### src/rtl/pipe_adder_tree_pkg.sv
// Shared constants and width derivations for the pipelined adder tree.
package pipe_adder_tree_pkg;

    localparam int DEF_WIDTH     = 16;
    localparam int DEF_NUM_IN    = 8;
    localparam int DEF_ACC_EXTRA = 8;

    function automatic int log2(input int n);
        int r;
        r = 0;
        for (int i = 0; i < 31; i++) begin
            if ((1 << i) < n) r = i + 1;
        end
        return r;
    endfunction

    function automatic int out_width(input int width, input int num_in);
        return width + log2(num_in);
    endfunction

    function automatic int acc_width(input int width, input int num_in, input int acc_extra);
        return out_width(width, num_in) + acc_extra;
    endfunction

endpackage

### src/rtl/adder_tree_stage.sv
// One adder-tree level: pairwise add of adjacent lanes, one bit wider, with
// valid/last registers that hold whenever adv is low.
module adder_tree_stage #(
    parameter int IN_W   = 16,
    parameter int PAIRS  = 4,
    parameter bit SIGNED = 1'b0
) (
    input  logic                        CLK,
    input  logic                        RST,
    input  logic                        adv,
    input  logic                        vld_p0,
    input  logic                        last_p0,
    input  logic [2*PAIRS*IN_W-1:0]     dat_p0,
    output logic                        vld_p1,
    output logic                        last_p1,
    output logic [PAIRS*(IN_W+1)-1:0]   dat_p1
);

    localparam int OUT_W = IN_W + 1;

    logic [PAIRS*OUT_W-1:0] sum;

    function automatic logic [OUT_W-1:0] ext(input logic [IN_W-1:0] a);
        return {SIGNED & a[IN_W-1], a};
    endfunction

    always_comb begin
        sum = '0;
        for (int i = 0; i < PAIRS; i++) begin
            sum[i*OUT_W +: OUT_W] = ext(dat_p0[2*i*IN_W +: IN_W])
                                  + ext(dat_p0[(2*i+1)*IN_W +: IN_W]);
        end
    end

    // p0 -> p1 boundary
    always_ff @(posedge CLK) begin
        if (RST) begin
            vld_p1  <= 1'b0;
            last_p1 <= 1'b0;
        end else if (adv) begin
            vld_p1  <= vld_p0;
            last_p1 <= last_p0;
        end
    end

    always_ff @(posedge CLK) begin
        if (adv) dat_p1 <= sum;
    end

endmodule

### src/rtl/pipe_adder_tree.sv
// Pipelined full-precision adder tree over NUM_IN lanes with a global stall.
// Define PIPE_ADDER_TREE_ACC_EN to append a group accumulator closed by IN_LAST.
module pipe_adder_tree
    import pipe_adder_tree_pkg::*;
#(
    parameter int WIDTH     = DEF_WIDTH,
    parameter int NUM_IN    = DEF_NUM_IN,
    parameter int SIGNED    = 0,
    parameter int ACC_EXTRA = DEF_ACC_EXTRA,
    localparam int LEVELS    = log2(NUM_IN),
    localparam int OUT_WIDTH = out_width(WIDTH, NUM_IN),
    localparam int ACC_WIDTH = acc_width(WIDTH, NUM_IN, ACC_EXTRA),
`ifdef PIPE_ADDER_TREE_ACC_EN
    localparam bit ACC_EN    = 1'b1,
`else
    localparam bit ACC_EN    = 1'b0,
`endif
    localparam int DOUT_W    = ACC_EN ? ACC_WIDTH : OUT_WIDTH
) (
    input  logic                      CLK,
    input  logic                      RST,
    input  logic                      IN_VALID,
    output logic                      IN_READY,
    input  logic [NUM_IN*WIDTH-1:0]   IN_DATA,
    input  logic                      IN_LAST,
    output logic                      OUT_VALID,
    input  logic                      OUT_READY,
    output logic [DOUT_W-1:0]         OUT_DATA,
    output logic                      OUT_LAST
);

    // Bit offset of tree level k (k >= 1) inside the packed level bus.
    function automatic int lvl_off(input int k);
        int off;
        off = 0;
        for (int j = 1; j < k; j++) off += (NUM_IN >> j) * (WIDTH + j);
        return off;
    endfunction

    localparam int TREE_W = lvl_off(LEVELS + 1);

    logic              stall;
    logic              adv;
    logic              accept;
    logic [LEVELS:1]   vld_bus;
    logic [LEVELS:1]   last_bus;
    logic [TREE_W-1:0] tree;
    logic [OUT_WIDTH-1:0] tree_out;

    assign stall    = OUT_VALID & ~OUT_READY;
    assign adv      = ~stall;
    assign IN_READY = ~stall;
    assign accept   = IN_VALID & IN_READY;
    assign tree_out = tree[lvl_off(LEVELS) +: OUT_WIDTH];

    for (genvar k = 1; k <= LEVELS; k++) begin : g_lvl
        localparam int IW = WIDTH + k - 1;
        localparam int NI = NUM_IN >> (k - 1);

        logic          vld_in;
        logic          last_in;
        logic [NI*IW-1:0] dat_in;

        if (k == 1) begin : g_src
            assign vld_in  = accept;
            assign last_in = IN_LAST;
            assign dat_in  = IN_DATA;
        end else begin : g_src
            assign vld_in  = vld_bus[k-1];
            assign last_in = last_bus[k-1];
            assign dat_in  = tree[lvl_off(k-1) +: NI*IW];
        end

        adder_tree_stage #(
            .IN_W   (IW),
            .PAIRS  (NI / 2),
            .SIGNED (SIGNED != 0)
        ) u_stage (
            .CLK     (CLK),
            .RST     (RST),
            .adv     (adv),
            .vld_p0  (vld_in),
            .last_p0 (last_in),
            .dat_p0  (dat_in),
            .vld_p1  (vld_bus[k]),
            .last_p1 (last_bus[k]),
            .dat_p1  (tree[lvl_off(k) +: (NI/2)*(IW+1)])
        );
    end

`ifdef PIPE_ADDER_TREE_ACC_EN
    logic [ACC_WIDTH-1:0] acc_q;
    logic [ACC_WIDTH-1:0] acc_sum;
    logic [ACC_WIDTH-1:0] res_q;
    logic                 res_vld;

    assign acc_sum = acc_q
                   + {{ACC_EXTRA{(SIGNED != 0) & tree_out[OUT_WIDTH-1]}}, tree_out};

    // tree -> accumulator boundary; only group totals become visible
    always_ff @(posedge CLK) begin
        if (RST) begin
            acc_q   <= '0;
            res_vld <= 1'b0;
        end else if (adv) begin
            res_vld <= vld_bus[LEVELS] & last_bus[LEVELS];
            if (vld_bus[LEVELS]) acc_q <= last_bus[LEVELS] ? '0 : acc_sum;
        end
    end

    always_ff @(posedge CLK) begin
        if (adv && vld_bus[LEVELS] && last_bus[LEVELS]) res_q <= acc_sum;
    end

    assign OUT_VALID = res_vld;
    assign OUT_LAST  = res_vld;
    assign OUT_DATA  = res_vld ? res_q : '0;
`else
    assign OUT_VALID = vld_bus[LEVELS];
    assign OUT_LAST  = vld_bus[LEVELS] & last_bus[LEVELS];
    assign OUT_DATA  = vld_bus[LEVELS] ? tree_out : '0;
`endif

endmodule

### config.mk
export PLATFORM = sky130hd
export DESIGN_NAME = pipe_adder_tree
export DESIGN_NICKNAME = d
export VERILOG_FILES = /design/src/rtl/pipe_adder_tree_pkg.sv /design/src/rtl/adder_tree_stage.sv /design/src/rtl/pipe_adder_tree.sv
export SDC_FILE = /design/constraint.sdc
export NUM_CORES = 1
export LEC_CHECK = 0
export ABC_AREA = 0
export CAP_MARGIN = 20
export CELL_PAD_IN_SITES_DETAIL_PLACEMENT = 1
export CELL_PAD_IN_SITES_GLOBAL_PLACEMENT = 1
export CORE_MARGIN = 1.5
export CORE_UTILIZATION = 25
export DETAILED_ROUTE_END_ITERATION = 12
export PLACE_DENSITY = 0.54
export SLEW_MARGIN = 25
export SYNTH_ARGS = -nofsm -noshare
export SYNTH_HDL_FRONTEND = slang
export SYNTH_SLANG_ARGS = --single-unit
### constraint.sdc
create_clock -name CLK -period 8.2 [get_ports CLK]
set_clock_uncertainty 0.15 [all_clocks]
set_input_delay 2.46 -clock CLK [delete_from_list [all_inputs] [get_ports CLK]]
set_output_delay 2.46 -clock CLK [all_outputs]
set_load 0.005 [all_outputs]
* Word level (Yosys, flattened, before mapping)
Index checks and enable logic that the tools add are counted.
** Word-level totals
- Logic and storage cells :: 22
- Output and inout port bits :: 22
- Flip-flop bits (word level) :: 129
- Bits of input ports :: 133
** Cells by class
- Bitwise gates (word level) :: 5
- Mux-type cells :: 1
- Add/subtract/negate cells :: 7
** Operators by type and width (number)
- 16-bit by 16-bit adder with 17-bit output :: 4
- 17-bit by 17-bit adder with 18-bit output :: 2
- 18-bit by 18-bit adder with 19-bit output :: 1
- 19-bit two-way mux :: 1
- 1-bit bitwise AND :: 3
- 1-bit inverter :: 2

* Longest topological paths before layout
- Depth after elaboration :: 4
- Mapped depth :: 9
- Mapped depth without buffers :: 9

* Cells and area by module
Synthesis repeated with hierarchy kept, for this count alone.
** Second synthesis, totals
- Cells, all modules :: 888
- Area, all modules :: 9426.5 sq um
** Modules (own cells, without submodules)
- adder_tree_stage at g_lvl[1].u_stage :: instances 1, area an instance 4883.4 sq um, cells each 435, seq. area each 2082.0 sq um
- adder_tree_stage at g_lvl[2].u_stage :: instances 1, area an instance 2782.7 sq um, cells each 268, seq. area each 1121.1 sq um
- adder_tree_stage at g_lvl[3].u_stage :: instances 1, area an instance 1612.8 sq um, cells each 161, seq. area each 610.6 sq um
- pipe_adder_tree :: instances 1, area an instance 147.6 sq um, cells each 24, seq. area each 0.0 sq um

* Worst setup path after synthesis
OpenSTA, ideal clock, no wires.
- Path kind :: input to output
- Start point :: input port OUT_READY
- End point :: output port IN_READY
- Slack :: 555 ps
- Required time :: 5590 ps
- Stages on the path :: 2
- Path buffers :: 0
- Arrival :: 5035 ps
- Cell sequence :: nor2b_1 inv_1
** Between the ends
- Longest elaborated chain between the ends :: 3
** RTL lines
- start: declaration :: RTL line pipe_adder_tree.sv:27 : input logic OUT_READY,
- 1-bit inverter :: RTL line pipe_adder_tree.sv:50 : assign stall = OUT_VALID & ~OUT_READY;
- 1-bit bitwise AND :: RTL line pipe_adder_tree.sv:50
- 1-bit inverter :: RTL line pipe_adder_tree.sv:52 : assign IN_READY = ~stall;
- end: declaration :: RTL line pipe_adder_tree.sv:23 : output logic IN_READY,
Every way passes these cells.

* Worst setup path in the final report
Same ends and word-level chain as after synthesis.

==> impl_metrics.env <==
export IMPL_grt_pass1_wl_um=39300
export IMPL_layout_drive_gt1_share=0.0419
export IMPL_clk_insertion_delay_late_ps=420
export IMPL_cts_sinks=129
export IMPL_slew_violations=0
export IMPL_drc=0
export IMPL_antenna_found_initial=0
export IMPL_p_total_uw=3480
export IMPL_postSynthAreaPerCell_um2=10.4
export IMPL_yosys_area_top_type="edfxtp_1"
export IMPL_cts_resized=0
export IMPL_routed_wl_um=23600
export IMPL_max_cap_viol_count=0
export IMPL_setup_viol=0
export IMPL_firstDrtPassIters=4
export IMPL_fin_cells=1543
export IMPL_start_util=0.254
export IMPL_status="completed"
export IMPL_grt_max_degree=60
export IMPL_drtIter0Drc=304
export IMPL_final_cell_mix="clkdlybuf4s50_1 (154), edfxtp_1 (123), ha_1 (116)"
export IMPL_cts_made_buffers=17
export IMPL_port_buffers=154
export IMPL_async_flop_share=0
export IMPL_min_path_cells=2
export IMPL_fill_cells=4111
export IMPL_startpoint_type="input pin"
export IMPL_layout_commonest_cell="clkdlybuf4s50_1"
export IMPL_synthTopCellsByArea="edfxtp_1 (40%), ha_1 (16%), xnor2_1 (5.0%)"
export IMPL_synth_top_area_frac=0.396
export IMPL_rrSetupSlack_ps=5120
export IMPL_final_setup_tns_ps=0
export IMPL_worstMarginPinSlew_ps=884
export IMPL_place_congestion=0.776
export IMPL_finalCritPeriodShare=0.815
export IMPL_synth_seq_cells=129
export IMPL_fp_row_count=70
export IMPL_diodes=0
export IMPL_multi_input_comb_area_um2=5340
export IMPL_path_max_fanout=23
export IMPL_hold_viol=0
export IMPL_ir_worst_vdd_uv=134
export IMPL_rr_worst_depth=9
export IMPL_hold_path_class="reg2reg"
export IMPL_synth_edf_count=123
export IMPL_grt_pass1_vias=7616
export IMPL_syn_inst=894
export IMPL_pin_count=155
export IMPL_hold_buffers=0
export IMPL_core_um2=36700
export IMPL_clk_pin_slew_ps=60
export IMPL_clock_path_buffers=2
export IMPL_fmax_mhz=150
export IMPL_die_w_um=196
export IMPL_hold_end="g_lvl[3].u_stage.last_p1$_SDFFE_PP0N_"
export IMPL_synth_distinct_cells=63
export IMPL_rsz0062_at_grt="false"
export IMPL_overflow=0
export IMPL_finalNetCount=1318
export IMPL_die_area_um2=38500
export IMPL_finalCriticalPeriod_ps=6680
export IMPL_dp_cells=1511
export IMPL_rr_startpoint="g_lvl[2].u_stage.dat_p1[18]$_DFFE_PN_"
export IMPL_p_leak_uw=0.00484
export IMPL_required_ps=5590
export IMPL_yosysWarningCount=0
export IMPL_htreeDepth=4
export IMPL_synth_net_count=1150
export IMPL_vias_per_cell=4.69
export IMPL_num_vias=7240
export IMPL_slew_headroom=0.403
export IMPL_arrival_ps=4070
export IMPL_crit_type="in2out"
export IMPL_cts_tree="done"
export IMPL_area_growth_pct=29.0
export IMPL_regToRegEndpoint="g_lvl[3].u_stage.dat_p1[18]$_DFFE_PN_"
export IMPL_yosys_most_used_dff="edfxtp_1"
export IMPL_die_h_um=196
export IMPL_cts_setup_buffers=0
export IMPL_grt_usage=0.128
export IMPL_worstSetupEndpointType="primary output"
export IMPL_hpwl_um=19400
export IMPL_root_buffer="clkbuf_16"
export IMPL_syn_area_um2=9330
export IMPL_post_drt_wl_per_cell_um=15.3
export IMPL_hold_start="g_lvl[3].u_stage.last_p1$_SDFFE_PP0N_"
export IMPL_ant_nets=0
export IMPL_regArea_um2=3810
export IMPL_seq_area_frac_synth=0.409
export IMPL_p_per_area_nw_per_um2=289
final cells by class:
type / count / share of cell area
Multi-Input combinational cell: 720 / 0.444
Sequential cell: 129 / 0.317
Timing Repair Buffer: 156 / 0.129
Tap cell: 468 / 0.0486
Clock buffer: 20 / 0.0363
Clock inverter: 12 / 0.0131
Inverter: 38 / 0.0121
worst max path at each step:
stage	from	end	slack, ps	cells past startpoint
6_report	OUT_READY	IN_READY	1520	4
3_3_place_gp	OUT_READY	IN_READY	1470	4
5_1_grt	OUT_READY	IN_READY	1380	4
4_1_cts	OUT_READY	IN_READY	1480	4
2_1_floorplan	OUT_READY	IN_READY	550	2
3_5_place_dp	OUT_READY	IN_READY	1480	4
power breakdown:
group | switching (µW) | internal (µW)
clock network | 288 | 479
registers | 80.8 | 1050
logic | 877 | 710
per-stage QoR:
stage	util	setup WS, ps	cell area, µm²	hold WS, ps
after floorplan	-	555	9330	271
after global placement	0.312	1470	11400	292
after detailed placement	0.312	1480	11400	298
after CTS	0.328	1480	12000	307
after global routing	0.328	1380	12000	328
final	0.328	1520	12000	300
sequential cells by signal (all words and copies together), names as in the netlist:
register	cells
g_lvl.u_stage.dat_p1	123
g_lvl.u_stage.vld_p1	3
g_lvl.u_stage.last_p1	3
metal layers:
layer	vias to the layer above	routed length, µm	GRT usage
met4	0	180	0.0282
met2	98	11000	0.214
met5	-	0	0
li1	3744	-	-
met1	3382	11900	0.171
met3	16	582	0.0222
worst max-delay path, cell delays in order:
cell	delay [ps]
clkdlybuf4s50_1	410
nor2b_1	440
inv_4	230
clkdlybuf4s50_1	520
synthesized netlist by cell type (11+ instances only):
| master | instances |
|---|---|
| nor2_1 | 64 |
| ha_1 | 116 |
| inv_1 | 38 |
| nor2b_1 | 12 |
| edfxtp_1 | 123 |
| a21oi_1 | 83 |
| nand2_1 | 54 |
| o21ai_0 | 45 |
| o21bai_1 | 13 |
| and2_1 | 23 |
| a21o_1 | 40 |
| o21a_1 | 16 |
| nor3_1 | 15 |
| xnor2_1 | 53 |
| xor2_1 | 24 |
| a211oi_1 | 14 |
| nand3_1 | 11 |
kinds of logic (layout without fill, tap and decap cells):
kind of cell / count (synthesis) / in the layout / share of synthesized area
AOI/OAI and AO/OA: 288 / 288 / 0.205
buffers and inverters: 45 / 226 / 0.0189
muxes: 4 / 4 / 0.00429
xor gates and xnor gates: 77 / 77 / 0.0723
DFF: 129 / 129 / 0.409
adders and majority gates: 123 / 123 / 0.171
and+or+nand+nor: 228 / 228 / 0.120
Power figures use the tool's default switching activity.
